==> src/rtl/reset_seq_ctrl_pkg.sv <==
// Shared types and helpers for the reset sequencing controller.
// Imported by the interface, the timer and the controller top.
package reset_seq_pkg;

   typedef enum logic [2:0] {
      StAsserted = 3'd0,
      StDelay    = 3'd1,
      StWaitAck  = 3'd2,
      StRun      = 3'd3,
      StError    = 3'd4
   } state_e;

   // Index width that stays legal (>= 1) for a single-stage bank.
   function automatic int unsigned clog2_min1(input int unsigned n);
      return (n <= 1) ? 1 : int'($clog2(n));
   endfunction

   function automatic int unsigned max_u(input int unsigned a, input int unsigned b);
      return (a > b) ? a : b;
   endfunction

endpackage

==> src/rtl/reset_seq_ctrl_if.sv <==
// Request/ack inputs and reset conduit/status outputs of the reset sequencer.
// master = system/test side, slave = controller side.
interface reset_seq_if #(
   parameter int unsigned NUM_STAGES = 4
);
   localparam int unsigned IDX_W = reset_seq_pkg::clog2_min1(NUM_STAGES);

   logic                  seq_req;
   logic [NUM_STAGES-1:0] stage_ack;
   logic [NUM_STAGES-1:0] reset_out_n;
   logic [IDX_W-1:0]      stage_idx;
   logic                  seq_busy;
   logic                  seq_done;
   logic                  seq_error;

   modport master (
      output seq_req, stage_ack,
      input  reset_out_n, stage_idx, seq_busy, seq_done, seq_error
   );

   modport slave (
      input  seq_req, stage_ack,
      output reset_out_n, stage_idx, seq_busy, seq_done, seq_error
   );
endinterface

==> src/rtl/reset_seq_ctrl_timer.sv <==
// Saturating up-counter shared by the delay and ack-timeout phases.
// Clear wins over enable; the count stops at the terminal value and never wraps.
module reset_seq_timer #(
   parameter int unsigned CNT_W = 7
) (
   input  logic             clk,
   input  logic             reset_n,
   input  logic             clr_i,
   input  logic             en_i,
   input  logic [CNT_W-1:0] term_i,
   output logic             term_o
);
   logic [CNT_W-1:0] cnt_q, cnt_d;

   always_comb begin
      cnt_d = cnt_q;
      if (clr_i) begin
         cnt_d = '0;
      end else if (en_i && (cnt_q != term_i)) begin
         cnt_d = cnt_q + CNT_W'(1);
      end
   end

   always_ff @(posedge clk or negedge reset_n) begin
      if (!reset_n) begin
         cnt_q <= '0;
      end else begin
         cnt_q <= cnt_d;
      end
   end

   assign term_o = (cnt_q == term_i);
endmodule

==> src/rtl/reset_seq_ctrl.sv <==
// Releases a bank of active-low reset conduits one stage at a time: fixed delay,
// then wait for the stage ack; a missing ack re-asserts everything and flags an error.
module reset_seq_ctrl import reset_seq_pkg::*; #(
   parameter int unsigned NUM_STAGES   = 4,
   parameter int unsigned DELAY_CYCLES = 16,
   parameter int unsigned ACK_TIMEOUT  = 64
) (
   input logic        clk,
   input logic        reset_n,
   reset_seq_if.slave bus
);
   localparam int unsigned CNT_W = $clog2(max_u(DELAY_CYCLES, ACK_TIMEOUT) + 1);
   localparam int unsigned IDX_W = clog2_min1(NUM_STAGES);

   localparam logic [CNT_W-1:0] DelayTerm = CNT_W'(DELAY_CYCLES - 1);
   localparam logic [CNT_W-1:0] AckTerm   = CNT_W'(ACK_TIMEOUT - 1);
   localparam logic [IDX_W-1:0] LastIdx   = IDX_W'(NUM_STAGES - 1);

   state_e                state_q, state_d;
   logic [NUM_STAGES-1:0] rst_n_q, rst_n_d;
   logic [IDX_W-1:0]      idx_q, idx_d;
   logic                  err_q, err_d;

   logic             tmr_clr, tmr_en, tmr_term;
   logic [CNT_W-1:0] tmr_lim;
   logic             ack_cur;

   assign tmr_lim = (state_q == StWaitAck) ? AckTerm : DelayTerm;
   assign ack_cur = bus.stage_ack[idx_q];

   reset_seq_timer #(
      .CNT_W (CNT_W)
   ) u_timer (
      .clk     (clk),
      .reset_n (reset_n),
      .clr_i   (tmr_clr),
      .en_i    (tmr_en),
      .term_i  (tmr_lim),
      .term_o  (tmr_term)
   );

   always_comb begin
      state_d = state_q;
      rst_n_d = rst_n_q;
      idx_d   = idx_q;
      err_d   = err_q;
      tmr_clr = 1'b0;
      tmr_en  = 1'b0;

      // A held request overrides every state, including RUN and ERROR.
      if (bus.seq_req) begin
         state_d = StAsserted;
         rst_n_d = '0;
         idx_d   = '0;
         err_d   = 1'b0;
         tmr_clr = 1'b1;
      end else begin
         unique case (state_q)
            StAsserted: begin
               state_d = StDelay;
               idx_d   = '0;
               tmr_clr = 1'b1;
            end
            StDelay: begin
               if (tmr_term) begin
                  rst_n_d[idx_q] = 1'b1;
                  tmr_clr        = 1'b1;
                  state_d        = StWaitAck;
               end else begin
                  tmr_en = 1'b1;
               end
            end
            StWaitAck: begin
               // Ack is checked first so it beats a timeout on the same edge.
               if (ack_cur) begin
                  tmr_clr = 1'b1;
                  if (idx_q == LastIdx) begin
                     state_d = StRun;
                  end else begin
                     idx_d   = idx_q + IDX_W'(1);
                     state_d = StDelay;
                  end
               end else if (tmr_term) begin
                  rst_n_d = '0;
                  err_d   = 1'b1;
                  tmr_clr = 1'b1;
                  state_d = StError;
               end else begin
                  tmr_en = 1'b1;
               end
            end
            StRun, StError: begin
            end
            default: begin
               state_d = StAsserted;
               rst_n_d = '0;
            end
         endcase
      end
   end

   always_ff @(posedge clk or negedge reset_n) begin
      if (!reset_n) begin
         state_q <= StAsserted;
         rst_n_q <= '0;
         idx_q   <= '0;
         err_q   <= 1'b0;
      end else begin
         state_q <= state_d;
         rst_n_q <= rst_n_d;
         idx_q   <= idx_d;
         err_q   <= err_d;
      end
   end

   assign bus.reset_out_n = rst_n_q;
   assign bus.stage_idx   = idx_q;
   assign bus.seq_busy    = (state_q == StDelay) || (state_q == StWaitAck);
   assign bus.seq_done    = (state_q == StRun);
   assign bus.seq_error   = err_q;
endmodule

==> src/flat_wrapper.sv <==
// flat-port wrapper written by rule: the top's interface ports become plain ports
module reset_seq_ctrl_flat import reset_seq_pkg::*;
#(
   parameter int unsigned NUM_STAGES   = 4,
   parameter int unsigned DELAY_CYCLES = 16,
   parameter int unsigned ACK_TIMEOUT  = 64
)
  (clk, reset_n, bus_seq_req, bus_stage_ack, bus_reset_out_n, bus_stage_idx, bus_seq_busy, bus_seq_done, bus_seq_error);
  reset_seq_if #(.NUM_STAGES(NUM_STAGES)) bus_i ();
  input logic clk;
  input logic reset_n;
  input wire logic [$bits(bus_i.seq_req)-1:0] bus_seq_req;
  input wire logic [$bits(bus_i.stage_ack)-1:0] bus_stage_ack;
  output wire logic [$bits(bus_i.reset_out_n)-1:0] bus_reset_out_n;
  output wire logic [$bits(bus_i.stage_idx)-1:0] bus_stage_idx;
  output wire logic [$bits(bus_i.seq_busy)-1:0] bus_seq_busy;
  output wire logic [$bits(bus_i.seq_done)-1:0] bus_seq_done;
  output wire logic [$bits(bus_i.seq_error)-1:0] bus_seq_error;
  assign bus_i.seq_req = bus_seq_req;
  assign bus_i.stage_ack = bus_stage_ack;
  assign bus_reset_out_n = bus_i.reset_out_n;
  assign bus_stage_idx = bus_i.stage_idx;
  assign bus_seq_busy = bus_i.seq_busy;
  assign bus_seq_done = bus_i.seq_done;
  assign bus_seq_error = bus_i.seq_error;
  reset_seq_ctrl #(.NUM_STAGES(NUM_STAGES), .DELAY_CYCLES(DELAY_CYCLES), .ACK_TIMEOUT(ACK_TIMEOUT)) u_core (.clk(clk), .reset_n(reset_n), .bus(bus_i));
endmodule
==> config.mk <==
export PLATFORM = sky130hd
export DESIGN_NAME = reset_seq_ctrl_flat
export DESIGN_NICKNAME = d
export VERILOG_FILES = /design/src/rtl/reset_seq_ctrl_pkg.sv /design/src/rtl/reset_seq_ctrl_if.sv /design/src/rtl/reset_seq_ctrl_timer.sv /design/src/rtl/reset_seq_ctrl.sv /design/src/flat_wrapper.sv
export SDC_FILE = /design/constraint.sdc
export NUM_CORES = 1
export LEC_CHECK = 0
export BUFFER_PORTS_ARGS = -buffer_cell sky130_fd_sc_hd__buf_2
export CAP_MARGIN = 25
export CORE_MARGIN = 5
export CORE_UTILIZATION = 56
export CTS_BUF_LIST = sky130_fd_sc_hd__clkbuf_16
export CTS_CLUSTER_DIAMETER = 80
export DETAILED_ROUTE_END_ITERATION = 8
export PLACE_DENSITY = 0.78
export SYNTH_ARGS = -nofsm -noshare
export SYNTH_HDL_FRONTEND = slang
export SYNTH_HIERARCHICAL = 1
export SYNTH_SLANG_ARGS = --single-unit
export TNS_END_PERCENT = 50
==> constraint.sdc <==
create_clock -name clk -period 4.3 [get_ports clk]
set_input_delay 0.43 -clock clk [delete_from_list [all_inputs] [get_ports clk]]
set_output_delay 0.43 -clock clk [all_outputs]
set_load 0.03 [all_outputs]
=== Yosys cells after proc, flatten, opt, wreduce, memory -nomap -nowiden ===
Cells that the tools add are included.

* Add/subtract/negate cells: 2
* Order comparisons: 2
* Equal/unequal tests: 16
* Multiplexer cells: 34
* Bitwise gates (word level): 1
* Reductions and logical operators: 14

{| class="wikitable"
|+ Operator list
! operator !! count
|-
| $mux W4 || 4
|-
| $mux W7 || 2
|-
| $mux W1 || 12
|-
| $mux W3 || 4
|-
| $pmux W3 S4 || 1
|-
| $pmux W4 S3 || 1
|-
| $ne A3 B2 Y1 const B || 3
|-
| $reduce_and A3 Y1 || 3
|-
| $mux W2 || 4
|-
| $add A7 B1 Y7 const B || 1
|-
| $eq A7 B7 Y1 || 1
|-
| $ne A7 B7 Y1 || 1
|-
| $eq A3 B2 Y1 const B || 2
|-
| $mux W6 || 1
|-
| $ne A3 B3 Y1 const B || 2
|-
| $reduce_bool A2 Y1 || 3
|-
| $ne A2 B2 Y1 const B || 2
|-
| $ne A4 B2 Y1 const B || 1
|-
| $or A4 B4 Y4 || 1
|-
| $pmux W2 S2 || 1
|-
| $reduce_and A4 Y1 || 1
|-
| $eq A3 B1 Y1 const B || 1
|-
| $eq A3 B3 Y1 const B || 1
|-
| $logic_not A3 Y1 || 1
|-
| 14 further kinds || 15
|}

* Bits in registers: 17
* Bits of input ports: 7
* Output and inout port bits: 9
* Logic and storage cells: 74

=== Longest topological paths before layout ===
Gate-level depths: netlist of the first run.

* Depth after elaboration: 10
* Gate-level depth with buffers: 12

=== Modules after synthesis ===
Netlist of the first run, hierarchy kept.

{| class="wikitable"
|+ By module, submodules not included
! module !! times used !! cells each !! area an instance (µm²) !! sequential area each (µm²)
|-
| reset_seq_ctrl || 1 || 78 || 752.0 || 250.2
|-
| reset_seq_timer || 1 || 47 || 450.4 || 175.2
|}

=== Least setup slack after synthesis of the first run ===
No wires, ideal clock.

* Path kind: reg2reg
* From: reg u_core.state_q[1]
* To: reg u_core.u_timer.cnt_q[3]
* Arrival: 2.935 ns
* Required time: 4.172 ns
* Slack: 1.237 ns
* Cell stages (with the launch flop): 13
* Path buffers: 2
* Cells stage by stage: dfrtp_1 -> nor2b_1 -> nor2b_1 -> xor2_1 -> nor4_2 -> and2_4 -> clkbuf_1 -> nand2b_1 -> a21o_1 -> o21ai_0 -> buf_1 -> nor2_1 -> mux2_1

* Elaborated cells between the ends (all ways): 17

{| class="wikitable"
|+ RTL lines
! item !! RTL line !! text
|-
| start: declaration || reset_seq_ctrl.sv:19 || <nowiki>state_e state_q, state_d;</nowiki>
|-
| start signal: assignment || reset_seq_ctrl.sv:104 || <nowiki>state_q <= StAsserted;</nowiki>
|-
| start signal: assignment || reset_seq_ctrl.sv:109 || <nowiki>state_q <= state_d;</nowiki>
|-
| $eq A3 B2 Y1 * || reset_seq_ctrl.sv:28 || <nowiki>assign tmr_lim = (state_q == StWaitAck) ? AckTerm : DelayTerm;</nowiki>
|-
| $mux W6 * || reset_seq_ctrl.sv:28 ||
|-
| via u_core.tmr_lim[4] || reset_seq_ctrl.sv:25 || <nowiki>logic [CNT_W-1:0] tmr_lim;</nowiki>
|-
| $eq A7 B7 Y1 * || reset_seq_ctrl_timer.sv:32 || <nowiki>assign term_o = (cnt_q == term_i);</nowiki>
|-
| via u_core.tmr_term || reset_seq_ctrl.sv:24 || <nowiki>logic tmr_clr, tmr_en, tmr_term;</nowiki>
|-
| $mux W1 * || reset_seq_ctrl.sv:65, reset_seq_ctrl.sv:83 ||
|-
| $mux W1 || reset_seq_ctrl.sv:75 || <nowiki>if (ack_cur) begin</nowiki>
|-
| $pmux W1 S3 * || reset_seq_ctrl.sv:58 || <nowiki>unique case (state_q)</nowiki>
|-
| $mux W1 * || reset_seq_ctrl.sv:51 || <nowiki>if (bus.seq_req) begin</nowiki>
|-
| via u_core.tmr_clr || reset_seq_ctrl.sv:24 ||
|-
| $mux W7 / $reduce_bool A2 Y1 (equally long branches) || - ||
|-
| end signal: assignment || reset_seq_ctrl_timer.sv:28 || <nowiki>cnt_q <= cnt_d;</nowiki>
|-
| end: declaration || reset_seq_ctrl_timer.sv:13 || <nowiki>logic [CNT_W-1:0] cnt_q, cnt_d;</nowiki>
|}

Mark *: on every way through the listed nets, which the timed path passes. The rest lies on a longest branch.
A chain may end at the register's enable or synchronous reset.

=== Worst setup path in the final report of the first run ===
Ends and elaborated chain as after synthesis.

==> results.toml, run 1 <==
[run_status]
status = "finished clean"

[clocking]
cts_root_buf = "clkbuf_16"
cts_setup_buffers = 0
clkSinkCount = 17
cts_resized = 0
cts_made_buffers = 3
cts_tree = "built"
cts_buffer_depth = 2
htreeDepth = 1
cts.clk_slew.worst_paths_ps = 50
holdBufCountCts = 0
clock_latency_ps = 250

[floorplanning]
core_um2 = 2002
row_count = 16
io_pins = 16
initial_core_util = 0.6006
die_w_um = 56.34
die_area_um2 = 3174
die_y_um = 56.34

[power_and_ir_drop]
power.switching_w = 0.00008538
pwr-share-seq = 0.429
p_per_area_nw_per_um2 = 279.0
clkPwrFrac = 0.486
combPwrFrac = 0.085
power.share.switching = 0.2223
p_int_w = 0.0002987
ir_worst_vdd_mv = 0.1756
power.leakage_nw = 0.6359

[placement]
dp_hpwl_um = 1690
portBuffers = 15
dpl_cell_area_um2 = 1296
gpl.final_weighted_congestion = 0.7830

[setup_path]
cp_cell_sequence = "nor2b_1 > nor2b_1 > xor2_1 > nor4_2 > and2_4 > nand2b_1 > a21o_1 > o21ai_0 > buf_4 > nor2_1 > mux2_1"
critPathKind = "reg -> reg"
cp_common_cell = "nor2b_1"
start_kind = "flip-flop"
path_delay_family = "simple AND/OR/NAND/NOR gates"
cpPeakStageDelay_ps = 570
crit_buf_inv = 1
cp.arrival_ps = 3410
worstPathRequired_ps = 4430
end_kind = "flip-flop"
crit_path_top_delay_cell = "dfrtp_1"
crit_fanout = 17

[yosys]
synth_area_um2 = 1202
synth_flop_cell = "dfrtp_1"
ys_ff_latch = 17
synth_mux_area_frac = 0.06452
synth_top_family_by_area = "simple AND/OR/NAND/NOR gates"
yosysUniqueCellTypes = 43
synth.avg_cell_area_um2 = 9.619
synth_compound_area_frac = 0.1915
yosys_warnings = 6
seq_area_frac_synth = 0.3538
synthAdderAreaFrac = 0.05203
synth-simple-area-share = 0.2092
synthCells = 125
async_flop_share = 1.000
synth-edff-count = 0
synth-xor-area-share = 0.07284

[drt]
num_vias = 931
drt_iter0_drc = 15
wl_per_cell_um = 13.88
routed_wirelength_um = 2331
drtPass1Iterations = 4
drc_errors = 0
vias_per_cell = 5.542
ant_nets = 0

[sta]
rsz0062_at_grt = "no"
fmax_mhz = 304.7
hold-worst-slack_ps = 103.7
finClkSkew_ps = 2.272
finalSetupTns_ps = 0
finalCritPeriodShare = 0.7633
setup_viol = 0
min_period_ps = 3282
slew_violations = 0
finalHoldViolations = 0

[global_routing]
grt_use_total = 0.1644
grt_pass1_wl_um = 4112
grt_max_degree = 18
grt_pass1_vias = 919
antenna_found_initial = 0
grt_remaining_overflow = 0

[finish]
regArea_um2 = 425.4
drive_gt1_frac = 0.2270
multi_input_area_um2 = 728.2
final_cell_area_um2 = 1376
antenna_cells = 0
syn_to_final_growth_pct = 14.46
layout.filler_cells = 174
final_nets = 154

[run]
timing.max_cap.violations = 0

[worst_hold_path]
min_path_type = "in -> async"
-- registers in the layout, summed over array words and instances, names as in the netlist --
signal                  flops
u_core/u_timer/cnt_q        7
u_core/bus.reset_out_n      4
u_core/bus.seq_error        1
u_core/bus.stage_idx        2
u_core/state_q              3
-- metrics by stage --
step           utilization  total power [W]  cells  setup WS (ps)
6_report            0.6875        0.0003840    168           1018
2_1_floorplan            -        0.0001893    128           1237
3_3_place_gp        0.6475        0.0001986    164           1281
5_1_grt             0.6875        0.0004008    168          743.7
3_5_place_dp        0.6475        0.0002002    164           1112
4_1_cts             0.6875        0.0003878    168           1078
-- power by group through the flow --
stage                     Clock (W)  Sequential [W]  Combinational (W)
after global routing       0.000199        0.000165          0.0000365
after global placement            0        0.000167          0.0000312
after detailed placement          0        0.000168          0.0000327
after CTS                  0.000190        0.000165          0.0000330
final                      0.000187        0.000165          0.0000327
after floorplan                   0        0.000166          0.0000234
-- cell type report --
cell class | count | share of cell area
multi-input cells | 97 | 0.5291
flip-flops and latches | 17 | 0.3091
repair buffers | 16 | 0.06000
clock buffers | 3 | 0.05455
well taps | 27 | 0.02455
inverters | 7 | 0.01909
clock inverters | 1 | 0.003636
-- final timing paths --
check | from | end | slack (ps) | cells past startpoint
worst max-delay path | u_core/state_q[1] | u_core/u_timer/cnt_q[3] | 1020 | 11
worst min-delay path | reset_n | u_core/u_timer/cnt_q[3] | 100 | 1
worst max register to register | u_core/state_q[1] | u_core/u_timer/cnt_q[3] | 1020 | 11
worst min register to register | u_core/bus.reset_out_n[0] | u_core/bus.reset_out_n[0] | 490 | 1
max in group asynchronous | reset_n | u_core/u_timer/cnt_q[5] | 3910 | 1
min in group clk | bus_seq_req | u_core/bus.stage_idx[0] | 410 | 2
-- synthesized netlist by cell type, drive strengths merged (2+ instances only) --
library cell | n | area, um2
buf | 2 | 15.01
o211ai | 2 | 15.01
nand3b | 3 | 22.52
a21oi | 3 | 15.01
o21ba | 4 | 40.04
o21ai | 6 | 30.03
ha | 5 | 62.56
inv | 7 | 26.28
xnor2 | 3 | 26.28
conb | 2 | 7.510
nand2 | 6 | 22.52
a2111oi | 4 | 53.81
nand3 | 3 | 15.01
a31oi | 2 | 12.51
nand4 | 2 | 12.51
a21o | 3 | 25.03
nor2b | 5 | 31.28
and3b | 2 | 17.52
dfrtp | 17 | 425.4
mux2 | 4 | 45.04
xor2 | 7 | 61.31
nand2b | 4 | 25.02
nor3 | 3 | 15.01
nor2 | 8 | 30.03
clkbuf | 5 | 18.77
-- routing by layer --
metal | wire [um] | track usage
met1 | 1076 | 0.2143
met2 | 1147 | 0.2638
met5 | 0 | 0
met3 | 67 | 0.02752
met4 | 38 | 0.07797
-- cell families after synthesis --
family | after synthesis
adders and majority gates | 5
xor gates and xnor gates | 10
AOI/OAI and AO/OA | 29
DFF | 17
and+or+nand+nor | 42
muxes | 6
buffers and inverters | 14
other | 2
-- placed cells by master (no fill, tap or decap), types with 3 or more instances in the layout --
cell | netlist | final
o21ba_2 | 3 | 3
nor2b_1 | 5 | 5
a2111oi_0 | 3 | 3
inv_1 | 7 | 7
dfrtp_1 | 17 | 17
nand3b_1 | 3 | 3
buf_2 | 0 | 15
nand3_1 | 3 | 3
clkbuf_16 | 0 | 3
nor2_1 | 8 | 8
a21oi_1 | 3 | 3
conb_1 | 2 | 5
nand2b_1 | 4 | 4
nand2_1 | 6 | 6
ha_1 | 5 | 5
nor3_1 | 3 | 3
o21ai_0 | 6 | 6
xnor2_1 | 3 | 3
xor2_1 | 7 | 7
Note: power is estimated with default switching activity, not from simulation.
==> run 2, diff against run 1 <==
--- a/config.mk
+++ b/config.mk
@@ -8,11 +8,11 @@
 export BUFFER_PORTS_ARGS = -buffer_cell sky130_fd_sc_hd__buf_2
 export CAP_MARGIN = 25
 export CORE_MARGIN = 5
-export CORE_UTILIZATION = 56
+export CORE_UTILIZATION = 51
 export CTS_BUF_LIST = sky130_fd_sc_hd__clkbuf_16
 export CTS_CLUSTER_DIAMETER = 80
 export DETAILED_ROUTE_END_ITERATION = 8
-export PLACE_DENSITY = 0.78
+export PLACE_DENSITY = 0.75
 export SYNTH_ARGS = -nofsm -noshare
 export SYNTH_HDL_FRONTEND = slang
 export SYNTH_HIERARCHICAL = 1
==> constraint.sdc (replaced) <==
create_clock -name clk -period 2.98 [get_ports clk]
set_input_delay 0.298 -clock clk [delete_from_list [all_inputs] [get_ports clk]]
set_output_delay 0.298 -clock clk [all_outputs]
set_load 0.03 [all_outputs]
==> results.toml, run 2 (synthesis results as in run 1) <==
[drt]
drc_errors = 0
vias_per_cell = 5.571
ant_nets = 0
drt_iter0_drc = 23
wl_per_cell_um = 14.53
num_vias = 975
routed_wirelength_um = 2543
drtPass1Iterations = 4

[setup_path]
crit_buf_inv = 1
cp.arrival_ps = 2730
worstPathRequired_ps = 3110
path_delay_family = "simple AND/OR/NAND/NOR gates"
cp_cell_sequence = "nor2b_2 > nor2b_1 > xor2_1 > nor4_2 > and2_4 > nand2b_1 > a21o_1 > o21ai_0 > buf_4 > nor2_1 > mux2_1"
end_kind = "flip-flop"
crit_fanout = 12
rr_worst_depth = 11
critPathKind = "reg -> reg"
crit_path_top_delay_cell = "nor4_2"
start_kind = "flip-flop"
cpPeakStageDelay_ps = 400
cp.depth = 11

[floorplanning]
core_um2 = 2233
die_area_um2 = 3429
initial_core_util = 0.5384
row_count = 17
die_y_um = 58.56
io_pins = 16
die_w_um = 58.56

[clocking]
cts_buffer_depth = 2
clock_latency_ps = 250
cts_setup_buffers = 0
cts.clk_slew.worst_paths_ps = 50
cts_root_buf = "clkbuf_16"
cts_resized = 0
clkSinkCount = 17
cts_tree = "built"
cts_made_buffers = 3
htreeDepth = 1

[power_and_ir_drop]
ir_worst_vdd_mv = 0.2139
p_per_area_nw_per_um2 = 390.8
power.leakage_nw = 0.6674

[global_routing]
grt_pass1_vias = 956
grt_max_degree = 18
antenna_found_initial = 0
grt_remaining_overflow = 0
grt_pass1_wl_um = 4381
grt_use_total = 0.1650

[finish]
final_cell_mix = "dfrtp_1, buf_2, inv_1, nor2_1, xor2_1"
final_cell_area_um2 = 1426
largest_register_ffs = 7
top_register = "u_core/u_timer/cnt_q"
syn_to_final_growth_pct = 18.63
antenna_cells = 0
drive_gt1_frac = 0.2517
final_nets = 160
mostFrequentLayoutCell = "dfrtp_1"

[worst_hold_path]
min_path_type = "in -> reg"
hold_depth = 2

[sta]
finClkSkew_ps = 1.604
setup_viol = 0
slew_violations = 0
rsz0062_at_grt = "no"
finalSetupTns_ps = 0
worst_pin_slew_ps = 474.1
relSlewSlack = 0.6758
fmax_mhz = 384.5
finalCritPeriodShare = 0.8728
min_period_ps = 2601
finalHoldViolations = 0

[placement]
dp_hpwl_um = 1878
portBuffers = 15
dpl_cell_area_um2 = 1338
gpl.final_weighted_congestion = 0.8174

[run_status]
status = "finished clean"

[run]
timing.max_cap.violations = 0
==> run 2: changes by cell type in the layout (fill, tap and decap cells not counted) <==
cell           change
clkinv_2           -1
nor2b_2            +1
dlygate4sd3_1      +1
buf_4              +5
nor2b_1            -1
inv_1              +1
==> run 2: what timing repair did <==
action	CTS	global route
hold buffers	1	0
endpoints found under the hold margin	17	0
setup endpoints to repair	0	0
==> run 2: area by class of cell <==
| cell class | count | area [um2] |
|---|---|---|
| Clock buffer | 3 | 75.07 |
| Clock inverter | 1 | 3.754 |
| Fill cell | 185 | 807.0 |
| Inverter | 7 | 26.28 |
| Multi-Input combinational cell | 97 | 730.7 |
| Sequential cell | 17 | 425.4 |
| Tap cell | 28 | 35.03 |
| Timing Repair Buffer | 22 | 130.1 |
==> run 2: power breakdown <==
part           internal [W]  switching (W)  leakage (nW)   total, W
combinational     0.0000217      0.0000329         0.390  0.0000547
sequential         0.000233     0.00000159         0.235   0.000235
clock              0.000178      0.0000899        0.0423   0.000268
total              0.000433       0.000124         0.667   0.000557
==> run 2: stage by stage <==
step	setup WS, ps	utilization	hold slack [ps]	total power [W]	instances
global route	59.02	0.6387	294.5	0.0005765	175
finish	379.0	0.6387	270.2	0.0005574	175
global placement	525.6	0.5989	238.5	0.0002894	170
floorplan	23.80	-	2.409	0.0002732	128
CTS	364.6	0.6387	272.3	0.0005600	175
detailed placement	384.5	0.5989	246.4	0.0002913	170
==> run 2: worst paths after layout <==
check                      slack [ps]                  from                   endpoint
max in group asynchronous        2190               reset_n    u_core/u_timer/cnt_q[0]
max                               380     u_core/state_q[2]    u_core/u_timer/cnt_q[5]
max reg2reg                       380     u_core/state_q[2]    u_core/u_timer/cnt_q[5]
min in group asynchronous         510               reset_n  u_core/bus.reset_out_n[3]
min reg2reg                       480  u_core/bus.seq_error       u_core/bus.seq_error
min                               270           bus_seq_req    u_core/bus.stage_idx[0]
==> run 2: layer usage <==
metal	share of wire	track usage	vias to the layer above	wire [um]
li1	-	-	479	-
met1	0.47	0.2153	478	1206
met2	0.49	0.2711	14	1236
met3	0.029	0.02851	4	73
met4	0.011	0.06291	0	27
met5	0	0	-	0
==> run 3, diff against run 2 <==
--- a/config.mk
+++ b/config.mk
@@ -8,11 +8,11 @@
 export BUFFER_PORTS_ARGS = -buffer_cell sky130_fd_sc_hd__buf_2
 export CAP_MARGIN = 25
 export CORE_MARGIN = 5
-export CORE_UTILIZATION = 51
+export CORE_UTILIZATION = 35
 export CTS_BUF_LIST = sky130_fd_sc_hd__clkbuf_16
 export CTS_CLUSTER_DIAMETER = 80
 export DETAILED_ROUTE_END_ITERATION = 8
-export PLACE_DENSITY = 0.75
+export PLACE_DENSITY_LB_ADDON = 0.12
 export SYNTH_ARGS = -nofsm -noshare
 export SYNTH_HDL_FRONTEND = slang
 export SYNTH_HIERARCHICAL = 1
==> results.toml, run 3 (synthesis results as in run 1) <==
[global_routing]
grt_pass1_vias = 950
antenna_found_initial = 0
grt_remaining_overflow = 0
grt_use_total = 0.1354
grt_max_degree = 18
grt_pass1_wl_um = 4733

[worst_hold_path]
min_to = "u_core/bus.stage_idx[0]"
min_path_type = "in -> reg"
worstHoldStart = "bus_seq_req"
hold_depth = 2

[drt]
ant_nets = 0
drtPass1Iterations = 4
num_vias = 957
drt_iter0_drc = 21
drc_errors = 0
routed_wirelength_um = 2760
wl_per_cell_um = 14.38
vias_per_cell = 4.984

[sta]
finClkSkew_ps = 4.879
worst_pin_slew_ps = 512.9
finalCritPeriodShare = 0.8817
setup_ws_ps = 352.4
setup_viol = 0
finalSetupTns_ps = 0
finalHoldViolations = 0
rsz0062_at_grt = "no"
relSlewSlack = 0.6492
fmax_mhz = 380.6
min_period_ps = 2628
slew_violations = 0

[clocking]
cts_setup_buffers = 0
clock_latency_ps = 250
cts.clk_slew.worst_paths_ps = 60
cts_buffer_depth = 2
clkSinkCount = 17
cts_resized = 0
cts_tree = "built"
cts_made_buffers = 3
holdBufCountCts = 1
cts_root_buf = "clkbuf_16"
htreeDepth = 1

[floorplanning]
die_y_um = 68.61
die_area_um2 = 4707
core_um2 = 3337
initial_core_util = 0.3603
die_w_um = 68.61
row_count = 21
io_pins = 16

[setup_path]
reg2reg_slack_ps = 350
start_kind = "flip-flop"
end_kind = "flip-flop"
r2r_start = "u_core/state_q[2]"
rr_worst_depth = 11
crit_path_top_delay_cell = "nor4_2"
path_delay_family = "simple AND/OR/NAND/NOR gates"
critPathKind = "reg -> reg"
crit_buf_inv = 1
r2r_end = "u_core/u_timer/cnt_q[3]"
cp_cell_sequence = "nor2b_2 > nor2b_1 > xor2_1 > nor4_2 > and2_4 > nand2b_1 > a21o_1 > o21ai_0 > buf_4 > nor2_1 > mux2_1"
cp.arrival_ps = 2760
crit_fanout = 12
cpPeakStageDelay_ps = 430
worstPathRequired_ps = 3110

[placement]
gpl.final_weighted_congestion = 0.7548
dpl_cell_area_um2 = 1353
dp_slack_ps = 379.2
dp.cells = 187
dp_hpwl_um = 1949
portBuffers = 15

[power_and_ir_drop]
pwr-share-seq = 0.419
power.share.switching = 0.2250
ir_worst_vdd_mv = 0.1439
combPwrFrac = 0.096
power.switching_w = 0.0001258
p_int_w = 0.0004333
clkPwrFrac = 0.485
p_per_area_nw_per_um2 = 387.5
power.leakage_nw = 0.6612

[finish]
largest_register_ffs = 7
drive_gt1_frac = 0.2534
final_core_util = 0.4323
syn_to_final_growth_pct = 19.98
regArea_um2 = 425.4
layout.filler_cells = 359
fin_cells = 192
mostFrequentLayoutCell = "dfrtp_1"
top_register = "u_core/u_timer/cnt_q"
final_cell_area_um2 = 1443
final_cell_mix = "dfrtp_1, buf_2, nor2_1, inv_1, xor2_1"
antenna_cells = 0
multi_input_area_um2 = 730.7
final_nets = 159

[run_status]
status = "finished clean"

[run]
timing.max_cap.violations = 0
[run 3: cell type report]
class / instances / area share
Multi-Input combinational cell: 97 / 0.5065
Sequential cell: 17 / 0.2949
Timing Repair Buffer: 21 / 0.08500
Clock buffer: 3 / 0.05204
Tap cell: 46 / 0.03990
Inverter: 7 / 0.01821
Clock inverter: 1 / 0.003469
[run 3: power by group through the flow]
stage | clock network [W] | registers, W | logic [W]
6_report | 0.000271 | 0.000234 | 0.0000536
5_1_grt | 0.000291 | 0.000235 | 0.0000601
4_1_cts | 0.000282 | 0.000234 | 0.0000543
3_5_place_dp | 0 | 0.000239 | 0.0000531
3_3_place_gp | 0 | 0.000239 | 0.0000523
2_1_floorplan | 0 | 0.000239 | 0.0000337
[run 3: worst max-delay path by stage]
| stage | start | slack [ps] | endpoint | cells after the start |
|---|---|---|---|---|
| 2_1_floorplan | u_core/state_q[1] | 20 | u_core/u_timer/cnt_q[3] | 12 |
| 4_1_cts | u_core/state_q[2] | 360 | u_core/u_timer/cnt_q[5] | 11 |
| 3_5_place_dp | u_core/state_q[2] | 380 | u_core/u_timer/cnt_q[3] | 11 |
| 3_3_place_gp | u_core/bus.stage_idx[0] | 460 | u_core/u_timer/cnt_q[1] | 6 |
| 5_1_grt | u_core/state_q[2] | 130 | u_core/u_timer/cnt_q[5] | 11 |
| 6_report | u_core/state_q[2] | 350 | u_core/u_timer/cnt_q[3] | 11 |
[run 3: routing by layer]
layer	global-route usage	wire length (um)	vias to the layer above	share of wire
met5	0	0	-	0
met4	0.05211	21	0	0.0076
met3	0.02431	75	2	0.027
met2	0.2193	1364	14	0.49
met1	0.1778	1298	460	0.47
li1	-	-	481	-
[run 3: stage by stage]
step / hold slack [ps] / power [W]
after floorplan: 2.409 / 0.0002732
after global placement: 255.6 / 0.0002908
after detailed placement: 261.0 / 0.0002916
final: 279.2 / 0.0005591
after CTS: 271.9 / 0.0005704
after global routing: 280.2 / 0.0005855
